<file path="src/rtl/sram_ptr_pkg.sv">
// sram_ptr_pkg: register offsets, CTRL/STATUS bit positions and reset constants for sram_ptr_gen.
package sram_ptr_pkg;
   typedef enum logic [2:0] {
      OFF_PTR      = 3'd0,
      OFF_BASE     = 3'd1,
      OFF_LIMIT    = 3'd2,
      OFF_CTRL     = 3'd3,
      OFF_STATUS   = 3'd4,
      OFF_IRQ_MASK = 3'd5
   } reg_off_e;
   localparam int CTRL_EN         = 0;
   localparam int CTRL_WRAP       = 1;
   localparam int CTRL_STRIDE_LSB = 8;
   localparam int ST_WRAPPED      = 0;
   localparam int ST_DONE         = 1;
   localparam int STRIDE_RST      = 1;
endpackage

</file>
<file path="src/rtl/sram_ptr_step.sv">
// sram_ptr_step: combinational next-pointer / wrap / done decision for one advance.
module sram_ptr_step #(
   parameter int ADDR_W   = 20,
   parameter int STRIDE_W = 8
) (
   input  logic [ADDR_W-1:0]   i_ptr,
   input  logic [ADDR_W-1:0]   i_base,
   input  logic [ADDR_W-1:0]   i_limit,
   input  logic [STRIDE_W-1:0] i_stride,
   input  logic                i_wrap,
   output logic [ADDR_W-1:0]   o_ptr,
   output logic                o_wrapped,
   output logic                o_done
);
   // One bit wider than either operand so the sum can never alias back below LIMIT.
   localparam int NW = (ADDR_W > STRIDE_W ? ADDR_W : STRIDE_W) + 1;
   logic [NW-1:0] w_next;
   logic          w_over;
   assign w_next    = NW'(i_ptr) + NW'(i_stride);
   assign w_over    = w_next > NW'(i_limit);
   assign o_ptr     = w_over ? (i_wrap ? i_base : i_ptr) : w_next[ADDR_W-1:0];
   assign o_wrapped = w_over & i_wrap;
   assign o_done    = w_over & ~i_wrap;
endmodule

</file>
<file path="src/rtl/sram_ptr_gen.sv">
// sram_ptr_gen: Avalon-MM programmable SRAM address pointer with stride, limit and wrap.
// Define SRAM_PTR_IRQ_EN to add IRQ_MASK and the registered irq output.
module sram_ptr_gen
   import sram_ptr_pkg::*;
#(
   parameter int ADDR_W   = 20,
   parameter int STRIDE_W = 8
) (
   input  logic              clk,
   input  logic              reset_n,
   input  logic [2:0]        address,
   input  logic              chipselect,
   input  logic              write_n,
   input  logic [31:0]       writedata,
   output logic [31:0]       readdata,
   input  logic              adv_valid,
   output logic              adv_ready,
   output logic [ADDR_W-1:0] out_port
`ifdef SRAM_PTR_IRQ_EN
   ,
   output logic              irq
`endif
);
   logic [ADDR_W-1:0]   r_ptr, r_base, r_limit;
   logic [STRIDE_W-1:0] r_stride;
   logic                r_en, r_wrap, r_wrapped, r_done;
   logic                w_wr, w_wr_ptr, w_wr_st, w_fire;
   logic [ADDR_W-1:0]   w_step_ptr;
   logic                w_step_wrapped, w_step_done;
   logic [1:0]          w_irq_mask;
   logic                w_unused;

   assign w_wr      = chipselect & ~write_n;
   assign w_wr_ptr  = w_wr & (address == OFF_PTR);
   assign w_wr_st   = w_wr & (address == OFF_STATUS);
   // Any write to offsets 0-3 changes the step inputs, so hold off advances that cycle.
   assign adv_ready = r_en & ~r_done & ~(w_wr & ~address[2]);
   assign w_fire    = adv_valid & adv_ready;
   assign out_port  = r_ptr;
   assign w_unused  = ^writedata;

   sram_ptr_step #(.ADDR_W(ADDR_W), .STRIDE_W(STRIDE_W)) u_step (
      .i_ptr     (r_ptr),
      .i_base    (r_base),
      .i_limit   (r_limit),
      .i_stride  (r_stride),
      .i_wrap    (r_wrap),
      .o_ptr     (w_step_ptr),
      .o_wrapped (w_step_wrapped),
      .o_done    (w_step_done)
   );

   always_ff @(posedge clk or negedge reset_n) begin
      if (!reset_n) begin
         r_ptr     <= '0;
         r_base    <= '0;
         r_limit   <= '0;
         r_en      <= 1'b0;
         r_wrap    <= 1'b0;
         r_stride  <= STRIDE_W'(STRIDE_RST);
         r_wrapped <= 1'b0;
         r_done    <= 1'b0;
      end else begin
         if (w_fire) r_ptr <= w_step_ptr;
         if (w_wr_ptr) r_ptr <= writedata[ADDR_W-1:0];
         if (w_wr && address == OFF_BASE) r_base <= writedata[ADDR_W-1:0];
         if (w_wr && address == OFF_LIMIT) r_limit <= writedata[ADDR_W-1:0];
         if (w_wr && address == OFF_CTRL) begin
            r_en     <= writedata[CTRL_EN];
            r_wrap   <= writedata[CTRL_WRAP];
            r_stride <= writedata[CTRL_STRIDE_LSB +: STRIDE_W];
         end
         // A same-cycle set beats a W1C clear.
         r_wrapped <= (w_fire & w_step_wrapped) | (r_wrapped & ~(w_wr_st & writedata[ST_WRAPPED]));
         r_done    <= (w_fire & w_step_done) | (r_done & ~(w_wr_st & writedata[ST_DONE]) & ~w_wr_ptr);
      end
   end

`ifdef SRAM_PTR_IRQ_EN
   logic [1:0] r_irq_mask;
   logic       r_irq;
   always_ff @(posedge clk or negedge reset_n) begin
      if (!reset_n) begin
         r_irq_mask <= 2'b0;
         r_irq      <= 1'b0;
      end else begin
         if (w_wr && address == OFF_IRQ_MASK) r_irq_mask <= writedata[1:0];
         r_irq <= |({r_done, r_wrapped} & r_irq_mask);
      end
   end
   assign w_irq_mask = r_irq_mask;
   assign irq        = r_irq;
`else
   assign w_irq_mask = 2'b0;
`endif

   always_comb begin
      readdata = '0;
      if (chipselect) begin
         case (address)
            OFF_PTR:      readdata = 32'(r_ptr);
            OFF_BASE:     readdata = 32'(r_base);
            OFF_LIMIT:    readdata = 32'(r_limit);
            OFF_CTRL:     readdata = 32'({r_stride, 6'b0, r_wrap, r_en});
            OFF_STATUS:   readdata = 32'({r_en & ~r_done, r_done, r_wrapped});
            OFF_IRQ_MASK: readdata = 32'(w_irq_mask);
            default:      readdata = '0;
         endcase
      end
   end
endmodule

</file>
<file path="config.mk">
export PLATFORM = sky130hd
export DESIGN_NAME = sram_ptr_gen
export DESIGN_NICKNAME = d
export VERILOG_FILES = /design/src/rtl/sram_ptr_pkg.sv /design/src/rtl/sram_ptr_step.sv /design/src/rtl/sram_ptr_gen.sv
export SDC_FILE = /design/constraint.sdc
export NUM_CORES = 1
export LEC_CHECK = 0
export CAP_MARGIN = 20
export CORE_UTILIZATION = 30
export DETAILED_ROUTE_END_ITERATION = 8
export GPL_TIMING_DRIVEN = 1
export PLACE_DENSITY_LB_ADDON = 0.08
export SLEW_MARGIN = 10
export SYNTH_ARGS = -nofsm -noshare
export SYNTH_HDL_FRONTEND = slang
export SYNTH_HIERARCHICAL = 1
export SYNTH_SLANG_ARGS = --single-unit
export TNS_END_PERCENT = 5
</file>
<file path="constraint.sdc">
create_clock -name clk -period 4.25 [get_ports clk]
set_input_delay 0.6375 -clock clk [delete_from_list [all_inputs] [get_ports clk]]
set_output_delay 0.6375 -clock clk [all_outputs]
set_load 0.01 [all_outputs]
</file>
==> flow_summary.toml, run 1 <==
[cells_and_area]
fillers = 1800
fin_area_sq_um = 7620
areaGrowthSynthToFinish_pct = 33.9
diodes = 0
mostFrequentLayoutCells = "80 x buf_4, 69 x dfrtp_1, 66 x clkdlybuf4s50_1, 34 x nand2_1, 32 x mux2i_1"
nets = 790
final_cells = 955
layout_commonest_cell = "buf_4"
drive_gt1_frac = 0.270

[place]
placed_area_sq_um = 7070
port_buffers = 68
dpl.hpwl_mm = 13.3
placed_cells = 934
gp_congestion = 0.898

[clocking]
cts_tree = "done"
numCtsBuffers = 9
clock_tree.buffer_depth = 2
cts.sinks = 72
postCtsHoldBufs = 0
htreeDepth = 3
clk_pin_slew_ns = 0.06
clk_latency_ns = 0.35
cts_root_buffer = "clkbuf_16"

[pwr]
seq_power_share = 0.223
ir_worst_vdd_mv = 0.287
leakage_nw = 3.23
internal_power_w = 0.00307
switching_share = 0.394
combPwrFrac = 0.603
powerDensity_nw_per_um2 = 665
p_switching_w = 0.00200
power_frac_clock = 0.173
p_total_w = 0.00507

[sta]
fmax_mhz = 219
period_needed_ns = 4.56
maxSlewHeadroom = 0.468
final-setup-viol-count = 20
setup_tns_ns = -4.06
fin_worst_skew_ns = 0.00721
fin_crit_sh = 1.07
fin_ws_ns = -0.309
drv_slew = 0
grt_setup_unrepaired = "true"
hold_viol = 0
tightest_slew_ns = 0.799

[floorplan]
die-area_sq_um = 19500
dieHeight_um = 140
core_area_sq_um = 18300
die_w_um = 140
ios = 93
core.rowCount = 49
start_util = 0.311

[synthesis]
synth.distinct_cells = 75
netlist_area_sq_um = 5690
avgSynthCellArea_sq_um = 9.51
netlist_instances = 598
synth_top_flop_cell = "dfrtp_1"
synth_seq_cells = 72
seq_area_frac_synth = 0.317
ys_warn_count = 6
synth_area_leaders = "dfrtp_1 31%, ha_1 6.2%, mux2i_1 5.6%, mux2_1 5.5%, mux2_4 5.3%"
synth_area_leader_cell = "dfrtp_1"
async_reset_ff_frac = 1.00
synth_edf_count = 0
synth_top_area_share = 0.312

[run]
cap_violations = 0

[critical_path]
required_ns = 4.52
endpoint_kind = "flop"
arrival_ns = 4.83
cp_max_fo = 4
cp_slowest_cell = "dfstp_2"
crit_path_max_incr_delay_ns = 0.55
cp_top_family = "compound AO/OA/AOI/OAI gates"
crit_path_start_kind = "flop"
path_buf_inv = 2
r2r_slack_ns = -0.31
crit_chain = "ha_4 -> inv_2 -> fa_2 -> nor2b_2 -> o31a_2 -> o22ai_4 -> nor2b_4 -> nand4_1 -> xnor2_1 -> ha_1 -> a21oi_2 -> o21ai_2 -> a2111oi_4 -> a221oi_2 -> buf_4 -> o21a_4 -> or3_4 -> a211oi_2 -> or3b_4 -> a31oi_1"
worst-setup-path-type = "reg2reg"

[global_routing]
grt-ovfl-total = 0
antenna_found_initial = 0
grt_pass1_vias = 5120
grt_usage = 0.210
grt_pass1_wl_mm = 30.8
grt_max_degree = 73

[routing]
route.detailed.drc = 0
dr.pass1.iters = 4
viasPerCell = 5.29
vias = 5056
wl_per_cell_um = 20.5
ant_nets = 0
drt_first_iter_violations = 230
drt_wl_total_mm = 19.6

[outcome]
outcome = "finished with violations"
violations = "setup timing"

[hold_path]
hold_path.class = "in2async"
synth_stat cells, drive strengths merged, types with 3 or more instances:
cell type   n
nor2       28
dfrtp      71
buf        28
clkbuf     21
xnor2      13
or3b       21
o21ai      36
nand2      35
a31oi      22
nor3b       3
nor2b       6
a211oi      4
o21a        6
o22a        8
ha         28
mux2       63
nand4       7
and3        4
a22o        4
nand2b      8
nor3       25
a21oi      24
nor4        4
or2        15
a21o        3
mux2i      32
nand3      15
inv        28
power groups by stage:
stage	registers (W)	logic [W]	clock network, W
floorplan	0.00115	0.00162	0
global route	0.00117	0.00335	0.000925
finish	0.00113	0.00306	0.000879
CTS	0.00113	0.00288	0.000900
global placement	0.00113	0.00278	0
detailed placement	0.00114	0.00281	0
metal layers:
| metal | wire [um] | track usage |
|---|---|---|
| met5 | 0 | 0 |
| met4 | 296 | 0.0584 |
| met3 | 640 | 0.0337 |
| met2 | 9320 | 0.343 |
| met1 | 9330 | 0.284 |
registers in the layout, summed over array words and instances (netlist names):
signal,cells
r_en,1
r_limit,20
r_wrap,1
r_done,1
r_stride,8
out_port,20
r_base,20
r_wrapped,1
kinds of logic after synthesis:
family	after synthesis	share of synthesized area
fa+ha+maj	29	0.0651
compound gates	126	0.147
buf+inv	78	0.0658
xor+xnor	15	0.0231
flops	72	0.317
simple gates	181	0.183
other cells	1	0.000659
mux	96	0.198
final cells by class:
class                      count  area (sq um)  area share
clock inverter                 2          60.1     0.00788
sequential                    72          1810       0.237
timing repair buffer         151          1320       0.173
clock buffer                  14           274      0.0360
multi-input combinational    459          3770       0.494
inverter                      28           105      0.0138
tap                          229           287      0.0376
repair_timing:
action	in CTS	in global routing
setup endpoints to repair	21	22
gates resized for setup	13	27
pin swaps	10	27
setup buffers	0	4
through the flow:
step	worst slack [ns]	utilization	hold WS, ns
4_1_cts	-0.254	0.408	0.508
5_1_grt	-0.515	0.417	0.263
3_5_place_dp	-0.379	0.387	0.491
2_1_floorplan	-0.0490	-	0.342
3_3_place_gp	-0.333	0.387	0.491
6_report	-0.309	0.417	0.234
final timing paths:
check                             from      endpoint  depth (start not counted)
max                        r_stride[0]  out_port[19]                         20
min                            reset_n     r_base[2]                          1
max reg2reg                r_stride[0]  out_port[19]                         20
min reg2reg                  r_wrapped     r_wrapped                          1
max in group asynchronous      reset_n   r_stride[0]                          2
min in group clk             r_wrapped     r_wrapped                          1
Power figures use the tool's default switching activity.
==> inputs of run 2 (changes only) <==
--- a/config.mk
+++ b/config.mk
@@ -8,6 +8,8 @@
 export CAP_MARGIN = 20
 export CORE_UTILIZATION = 30
 export DETAILED_ROUTE_END_ITERATION = 8
+export DONT_BUFFER_PORTS = 1
+export GPL_ROUTABILITY_DRIVEN = 0
 export GPL_TIMING_DRIVEN = 1
 export PLACE_DENSITY_LB_ADDON = 0.08
 export SLEW_MARGIN = 10
==> flow_summary.toml, run 2 (same netlist as run 1, synthesis figures left out) <==
[cells_and_area]
areaGrowthSynthToFinish_pct = 20.9
fillers = 1877
layout_commonest_cell = "buf_4"
fin_util = 0.377
nets = 718
regArea_sq_um = 1810
diodes = 0
drive_gt1_frac = 0.286
multi_input_area_sq_um = 3750
mostFrequentLayoutCells = "74 x buf_4, 67 x dfrtp_1, 32 x mux2i_1, 32 x nand2_1, 28 x mux2_1"

[floorplan]
ios = 93
die-area_sq_um = 19500
core_area_sq_um = 18300
die_w_um = 140
core.rowCount = 49
dieHeight_um = 140
start_util = 0.311

[routing]
viasPerCell = 5.40
drt_wl_total_mm = 19.0
route.detailed.drc = 0
ant_nets = 0
vias = 4766
drt_first_iter_violations = 199
wl_per_cell_um = 21.5
dr.pass1.iters = 4

[global_routing]
grt_usage = 0.205
grt_pass1_vias = 5020
grt_max_degree = 72
grt_pass1_wl_mm = 30.2
antenna_found_initial = 0
grt-ovfl-total = 0

[place]
dpl.hpwl_mm = 13.1
port_buffers = 0

[pwr]
leakage_nw = 2.95
ir_worst_vdd_mv = 0.240
powerDensity_nw_per_um2 = 682

[sta]
setup_tns_ns = -3.47
maxSlewHeadroom = 0.416
grt_setup_unrepaired = "true"
fin_worst_skew_ns = 0.00875
fin_ws_ns = -0.294
holdWs_ns = 0.126
hold_viol = 0
tightest_slew_ns = 0.875
drv_slew = 0
final-setup-viol-count = 20
fin_crit_sh = 1.07
fmax_mhz = 220
period_needed_ns = 4.54

[clocking]
clk_pin_slew_ns = 0.06
cts_tree = "done"
cts_root_buffer = "clkbuf_16"
htreeDepth = 3
cts.sinks = 72
clock_tree.buffer_depth = 2
numCtsBuffers = 9
clk_latency_ns = 0.35

[outcome]
violations = "setup timing"
outcome = "finished with violations"

[critical_path]
cp_top_family = "compound AO/OA/AOI/OAI gates"
r2r_slack_ns = -0.29
crit_path_start_kind = "flop"
reg2reg_from = "r_stride[0]"
cp_slowest_cell = "dfstp_2"
crit_path_max_incr_delay_ns = 0.55
reg2regPathDepth = 20
endpoint_kind = "flop"
crit_top_cell = "nor2_1"
path_buf_inv = 2
crit_chain = "ha_4 -> inv_2 -> fa_2 -> nor2b_2 -> o31a_2 -> o221ai_4 -> or2_4 -> nor2_1 -> xnor2_1 -> ha_1 -> o21ai_1 -> nor2_1 -> a2111oi_4 -> a221oi_2 -> buf_4 -> o21a_4 -> or3_1 -> a211oi_2 -> or3b_4 -> a31oi_1"
arrival_ns = 4.82
required_ns = 4.52
regToRegEndpoint = "out_port[19]"
worst-setup-path-type = "reg2reg"
cp_max_fo = 5

[run]
cap_violations = 0

[hold_path]
hold_path.class = "in2async"
## run 2: per-stage QoR
stage               cells  area, sq um  total power (W)  setup WS [ns]
CTS                   880         6740          0.00459         -0.232
floorplan             609         5800          0.00277        -0.0490
detailed placement    863         6380          0.00371         -0.354
finish                883         6880          0.00469         -0.294
global placement      863         6380          0.00369         -0.326
global route          883         6880          0.00508         -0.539
## run 2: power by group
part           leakage (nW)  switching [W]  total (W)  internal, W
sequential            0.878       0.000258    0.00116     0.000902
combinational          1.92        0.00133    0.00275      0.00141
clock                 0.152       0.000318   0.000786     0.000468
total                  2.95        0.00191    0.00469      0.00278
## run 2: final cells by class
class | instances | share of cell area
inverter | 28 | 0.0153
clock inverter | 6 | 0.00855
sequential | 72 | 0.263
multi-input combinational | 459 | 0.546
clock buffer | 10 | 0.0347
tap | 229 | 0.0417
timing repair buffer | 79 | 0.0913
## run 2: metal layers
layer / global-route usage / vias up / wire [um]
met5: 0 / - / 0
met4: 0.0625 / 0 / 231
met3: 0.0361 / 17 / 790
met2: 0.342 / 98 / 9140
met1: 0.269 / 2392 / 8830
li1: - / 2259 / -
## run 2: repair_timing
item,in CTS,in global routing
hold buffers,1,0
endpoints found under the setup margin,21,22
gates resized for setup,12,28
pin swaps,12,27
endpoints found under the hold margin,71,0
buffers inserted,0,3
## run 2: worst max-delay path by stage
stage	startpoint	endpoint	slack, ns	depth (start not counted)
6_report	r_stride[0]	out_port[19]	-0.29	20
5_1_grt	r_stride[0]	out_port[19]	-0.54	20
4_1_cts	r_stride[0]	out_port[19]	-0.23	20
3_5_place_dp	r_stride[0]	out_port[19]	-0.35	20
3_3_place_gp	r_stride[0]	out_port[19]	-0.33	20
2_1_floorplan	r_stride[0]	out_port[12]	-0.05	20
